$ cat config.mk
export PLATFORM = sky130hd
export DESIGN_NAME = sumador_serial
export DESIGN_NICKNAME = d
export VERILOG_FILES = /design/src/rtl/sumador_serial.sv
export SDC_FILE = /design/constraint.sdc
export NUM_CORES = 1
export LEC_CHECK = 0
export ABC_CLOCK_PERIOD_IN_PS = 1300
export CAP_MARGIN = 20
export CORE_AREA = 2 2 66 68
export CTS_BUF_LIST = sky130_fd_sc_hd__clkbuf_8
export CTS_CLUSTER_DIAMETER = 30
export DETAILED_ROUTE_END_ITERATION = 16
export DIE_AREA = 0 0 68 70
export PLACE_DENSITY = 0.53
export SLEW_MARGIN = 20
export SYNTH_ARGS = -nofsm -noshare
export SYNTH_HDL_FRONTEND = slang
export SYNTH_SLANG_ARGS = --single-unit
$ cat constraint.sdc
create_clock -name clk -period 1.3 [get_ports clk]
set_clock_uncertainty 0.2 [all_clocks]
set_input_delay 0.325 -clock clk [delete_from_list [all_inputs] [get_ports clk]]
set_output_delay 0.325 -clock clk [all_outputs]
set_load 0.01 [all_outputs]
$ cat src/rtl/sumador_serial.sv
// Bit-serial unsigned adder: captures two ANCHO-bit operands, adds them one
// bit per clock (LSB first) through a single full adder, then presents the
// registered sum and carry-out together with a one-cycle listo pulse.
module sumador_serial #(
    parameter int ANCHO = 5
) (
    input  logic             clk,
    input  logic             rst_n,
    input  logic             iniciar,
    input  logic [ANCHO-1:0] sumando_a,
    input  logic [ANCHO-1:0] sumando_b,
    output logic [ANCHO-1:0] suma,
    output logic             Cout,
    output logic             ocupado,
    output logic             listo
);

    // Counter must hold 0..ANCHO-1; one extra value of headroom keeps the
    // width sane for ANCHO = 1.
    localparam int CW = (ANCHO < 2) ? 1 : $clog2(ANCHO + 1);

    typedef enum logic [1:0] {
        REPOSO  = 2'd0,
        SUMANDO = 2'd1,
        FIN     = 2'd2
    } estado_t;

    estado_t          estado_q, estado_d;
    logic [ANCHO-1:0] a_q, a_d;
    logic [ANCHO-1:0] b_q, b_d;
    logic [ANCHO-1:0] res_q, res_d;
    logic             carry_q, carry_d;
    logic [CW-1:0]    cnt_q, cnt_d;
    logic [ANCHO-1:0] suma_q, suma_d;
    logic             cout_q, cout_d;

    // Single full adder working on the current operand LSBs and the carry.
    logic             bit_suma;
    logic             bit_carry;
    logic [ANCHO:0]   res_ext;
    logic             ultimo_bit;

    assign bit_suma   = a_q[0] ^ b_q[0] ^ carry_q;
    assign bit_carry  = (a_q[0] & b_q[0]) | (carry_q & (a_q[0] ^ b_q[0]));
    // New sum bit enters from the MSB side; after ANCHO shifts the first
    // (LSB) result bit has travelled down to bit 0.
    assign res_ext    = {bit_suma, res_q};
    assign ultimo_bit = (cnt_q == CW'(ANCHO - 1));

    // Next-state and datapath control; every register holds by default.
    always_comb begin
        estado_d = estado_q;
        a_d      = a_q;
        b_d      = b_q;
        res_d    = res_q;
        carry_d  = carry_q;
        cnt_d    = cnt_q;
        suma_d   = suma_q;
        cout_d   = cout_q;

        unique case (estado_q)
            REPOSO: begin
                if (iniciar) begin
                    a_d      = sumando_a;
                    b_d      = sumando_b;
                    carry_d  = 1'b0;
                    cnt_d    = '0;
                    estado_d = SUMANDO;
                end
            end
            SUMANDO: begin
                res_d   = res_ext[ANCHO:1];
                a_d     = a_q >> 1;
                b_d     = b_q >> 1;
                carry_d = bit_carry;
                cnt_d   = cnt_q + CW'(1);
                if (ultimo_bit) begin
                    // Publish the completed word on the same edge that
                    // shifts in its final bit.
                    suma_d   = res_ext[ANCHO:1];
                    cout_d   = bit_carry;
                    estado_d = FIN;
                end
            end
            FIN: begin
                // Requests arriving here are deliberately ignored.
                estado_d = REPOSO;
            end
            default: begin
                estado_d = REPOSO;
            end
        endcase
    end

    // State and datapath registers with asynchronous clear.
    always_ff @(posedge clk or negedge rst_n) begin
        if (!rst_n) begin
            estado_q <= REPOSO;
            a_q      <= '0;
            b_q      <= '0;
            res_q    <= '0;
            carry_q  <= 1'b0;
            cnt_q    <= '0;
            suma_q   <= '0;
            cout_q   <= 1'b0;
        end else begin
            estado_q <= estado_d;
            a_q      <= a_d;
            b_q      <= b_d;
            res_q    <= res_d;
            carry_q  <= carry_d;
            cnt_q    <= cnt_d;
            suma_q   <= suma_d;
            cout_q   <= cout_d;
        end
    end

    // Moore status outputs decoded straight from the state register.
    assign ocupado = (estado_q != REPOSO);
    assign listo   = (estado_q == FIN);
    assign suma    = suma_q;
    assign Cout    = cout_q;

endmodule
## Yosys cells after proc, flatten, opt, wreduce, memory -nomap -nowiden

Cells that the tools add are included.

- Register bits after elaboration: 27
- Input bits: 13
- Output and inout port bits: 8
- Logic and storage cells: 36

- Add/sub/neg operators: 1
- Equal/unequal tests: 5
- Mux-type cells: 11
- Bitwise operators: 5
- Reductions and logical operators: 6

Operators by type and width:

| operator | number |
|---|---|
| $pmux 5 s2 | 2 |
| $mux 5 | 2 |
| $pmux 3 s2 | 1 |
| $reduce_and 2->1 | 3 |
| $mux 2 | 2 |
| $ne 2x2->1 const B | 2 |
| $pmux 2 s2 | 1 |
| $reduce_bool 2->1 | 2 |
| $add 3x1->3 const B | 1 |
| $eq 3x3->1 const B | 1 |
| $mux 3 | 1 |
| $and 1x1->1 | 2 |
| $eq 2x1->1 const B | 1 |
| $eq 2x2->1 const B | 1 |
| $logic_not 2->1 | 1 |
| $pmux 1 s2 | 1 |
| $xor 1x1->1 | 2 |
| $mux 1 | 1 |
| $or 1x1->1 | 1 |

## Longest topological paths before layout

- Word-level depth: 4
- Gate-level depth with buffers: 5
- Gate-level depth less buffers: 4

## Least setup slack after synthesis

Ideal clock, no wire load.

- Path type: reg2reg
- Start: reg a_q[0]
- End: reg suma_q[4], in the netlist suma[4]
- Library setup time: 0.125 ns
- Data arrival time: 1.128 ns
- Required time: 0.975 ns
- Setup slack: -0.152 ns
- Cell stages (with the launch flop): 3
- Buffers on the path: 0
- Period minus slack after synthesis: 1.452 ns
- Cells stage by stage: dfrtp_1 -> fa_1 -> mux2_2

- Longest elaborated chain between the ends: 2

RTL lines:

| item | RTL line | RTL |
|---|---|---|
| start, declared | 29 | `logic [ANCHO-1:0] a_q, a_d;` |
| start signal, assigned | 99 | `a_q <= '0;` |
| start signal, assigned | 108 | `a_q <= a_d;` |
| $xor 1x1->1 (2 in a row) | 43 | `assign bit_suma = a_q[0] ^ b_q[0] ^ carry_q;` |
| via bit_suma | 38 | `logic bit_suma;` |
| end signal, assigned | 113 | `suma_q <= suma_d;` |
| end, declared | 34 | `logic [ANCHO-1:0] suma_q, suma_d;` |

The timed path passes the listed nets, and every way through them passes these cells.
A chain may end at the register's enable or synchronous reset.

## Worst setup path in the final report

- Start: reg estado_q[1]
- End: reg suma_q[3], in the netlist suma[3]

- Longest elaborated chain between the ends: 2

RTL lines:

| item | RTL line | RTL |
|---|---|---|
| start, declared | 28 | `estado_t estado_q, estado_d;` |
| start signal, assigned | 107 | `estado_q <= estado_d;` |
| $eq 2x1->1 | 61 | `unique case (estado_q)` |
| $reduce_and 2->1 (no line) | -- |  |

No other way between the ends.

==> out/results.tsv <==
stage	metric	value	unit
cts	CTS Buffer Depth	2	
run	total of max-cap violations	0	
synth	Mapped Cells	106	
critical_path	R2R depth	5	
critical_path	CP Class	flip-flop to flip-flop	
synth	top cell type's share of synthesized area	55.8	%
worst_hold_path	HP Class	primary input to asynchronous set/reset pin	
synth	Yosys cell types	26	
timing	slew margin rel.	74.2	%
routing	drt first pass iters	4	
global_route	GRT Max-Usage Layer	met2	
timing	fmax	0.618	GHz
timing	final period utilization	124	%
synth	FF+latch count, synth	26	
global_route	met2 Use GR	20.4	%
global_route	initial antenna violation count	0	
routing	Avg WL per Cell	14.5	µm
placed_design	Placed Area	0.00157	mm²
critical_path	Crit-path slowest cell	dfrtp_1	
routing	Via density	4.71	
floorplan	Die ar.	0.00476	mm²
critical_path	Most common cell on crit path	buf_6	
timing	Final WS setup	-318	ps
cts	clk sinks	26	
floorplan	Starting Density	28.1	%
critical_path	r2r endpoint	suma[3]	
cells_and_area	Final Util	43.5	%
cts	TritonCTS Buffers	3	
timing	final-report max-slew violation count	0	
run_status	status	finished with violations	
timing	unrepaired setup endpoints after global routing	true	
synth	Seq/Total Area, Yosys	55.8	%
cts	clock tree root buffer cell	clkbuf_8	
critical_path	cells along the critical path	buf_6 -> buf_6 -> nor2b_4 -> nand3_4 -> mux2_4	
placed_design	dpl cells	193	
critical_path	slowest cell delay on critical path	450	ps
global_route	largest net degree at the start of global routing	27	
routing	initial DRC count	54	
placed_design	Detail Placement HPWL	1950	µm
floorplan	Die H	70	µm
cts	Hold Buf Count CTS	0	
cells_and_area	Final Non-Filler Cells	208	
critical_path	critical path required time	1270	ps
power	Pwr Total	4.31	mW
synth	post-synthesis instance area	0.00117	mm²
critical_path	crit path from	estado_q[1]	
synth	Syn Nets	122	
global_route	M1 GR Usage	18.6	%
synth	post-synth top area cell	dfrtp_1	
cts	Clock transition at path regs	90	ps
run_status	failing checks	setup timing	
cts	H-tree level count	1	
critical_path	Crit Path Max Fanout	7	
critical_path	CP Launch Type	flip-flop	
timing	Tmin final	1620	ps
synth	Synth Warn #	0	
timing	Worst Tran Pin Value	387	ps
cells_and_area	nets	173	
placed_design	Place WS	-467	ps
floorplan	Die X	68	µm
global_route	GRT Resource Usage Total	13.4	%
critical_path	Setup crit end kind	flip-flop	
cells_and_area	layout cell share with drive strength beyond 1	44.9	%
synth	synthesized area per cell	11.0	µm²
global_route	vias in the first global route	1012	
placed_design	I/O Buffers	20	
routing	final wirelength	3020	µm
power	PD cells	2390	mW/mm²
routing	ANT nets after route	0	
cells_and_area	Design Area, Final	0.00180	mm²
timing	Finish-stage setup viols	34	
timing	TNS Setup	-6360	ps
floorplan	I/O pin total	21	
cells_and_area	layout overhead on the synthesized area	54.6	%
global_route	met3 Track Usage GR	2.42	%
global_route	first-pass GRT wire length	4740	µm
timing	final-report hold violation count	0	
floorplan	Row Count	24	
cells_and_area	antenna diode count	0	
power	Leak	0.839	nW
critical_path	worst r2r src	estado_q[1]	
cts	TritonCTS clock tree	yes	
timing	WHS	204	ps
power	Worst VDD drop	998	µV
placed_design	Routability Congestion	0.896	
cts	latest clock arrival within the worst-skew pair	270	ps
routing	Vias	979	
global_route	grt ovf	0	
routing	Remaining DRCs	0	
floorplan	Placeable Area	0.00414	mm²
critical_path	R2R Setup Slk	-320	ps
synth	synth top area cells	dfrtp_1 (56%), nand2_1 (5.8%), mux2_2 (5.8%), o22ai_1 (4.8%), o21ai_0 (2.6%)	
cells_and_area	Fillers	379	
critical_path	Worst setup endpoint	suma[3]	
critical_path	WP data arrival	1580	ps
-- synth_stat cells --
| cell type | count |
|---|---|
| nor2b_2 | 1 |
| a22o_1 | 1 |
| buf_6 | 1 |
| nand2b_1 | 3 |
| a31oi_1 | 1 |
| nand3_4 | 1 |
| inv_1 | 6 |
| dfrtp_1 | 26 |
| nand2_1 | 18 |
| nor2b_1 | 1 |
| nand3b_1 | 3 |
| a2bb2oi_1 | 2 |
| buf_4 | 1 |
| o211ai_1 | 1 |
| o22ai_1 | 9 |
| a21oi_1 | 3 |
| buf_2 | 3 |
| o21bai_1 | 1 |
| nor2_1 | 5 |
| ha_1 | 2 |
| o221a_2 | 2 |
| mux2_2 | 6 |
| o32ai_1 | 1 |
| fa_1 | 1 |
| o21ai_0 | 6 |
| or2_2 | 1 |
-- registers in the layout, summed over array words and instances (netlist names) --
register  count
estado_q      2
res_q         4
a_q           5
carry_q       1
Cout          1
cnt_q         3
b_q           5
suma          5
-- area by class of cell --
cell class | count | area, µm² | area share (%)
Timing Repair Buffer | 51 | 423 | 23.5
Sequential cell | 26 | 651 | 36.1
Tap cell | 52 | 65.1 | 3.61
Clock inverter | 1 | 30.0 | 1.67
Multi-Input combinational cell | 69 | 571 | 31.6
Inverter | 6 | 22.5 | 1.25
Clock buffer | 3 | 41.3 | 2.29
-- logic make-up after synthesis --
logic type,after synthesis,synth area share (%)
simple gates,33,14.3
flops,26,55.8
fa+ha+maj,3,3.86
buf+inv,11,4.83
compound gates,27,15.5
mux,6,5.79
-- where the power goes --
group	total, mW	leakage [nW]	switching [mW]	internal, mW
logic	2.20	0.485	0.986	1.22
clock network	0.669	0.0357	0.257	0.412
registers	1.44	0.319	0.254	1.19
total	4.31	0.839	1.50	2.82
-- how the worst min path moves through the flow --
stage	from	to	slack [ps]	cells after the start
after global placement	res_q[1]	res_q[1]	270	2
after detailed placement	res_q[1]	res_q[1]	270	2
final	rst_n	estado_q[1]	200	2
after CTS	rst_n	a_q[4]	210	2
after floorplan	rst_n	Cout	-170	0
after global routing	rst_n	b_q[1]	200	2
-- metal layers --
layer	vias up	wire, µm
met5	-	0
met4	0	59
met3	9	168
met2	36	1400
met1	469	1390
li1	465	-
-- repair_timing --
item	4_1_cts	5_1_grt
setup buffers	9	3
gates resized for setup	51	14
setup endpoints to repair	33	34
pin swaps	6	3
-- critical path, delay by kind of cell (launching register included) --
kind | cells | cell delay (ps)
flip-flops | 1 | 450
multiplexers | 1 | 320
buffers and inverters | 2 | 270
AND/OR/NAND/NOR | 2 | 270
-- layout by cell type (no fill, tap or decap), drive strengths merged, types with 5 or more instances in the layout --
cell type / instances
buf: 39
dfrtp: 26
nand2: 18
clkdlybuf4s50: 11
o22ai: 9
inv: 6
mux2: 6
o21ai: 6
nor2: 5
(Power assumes the default switching activity.)
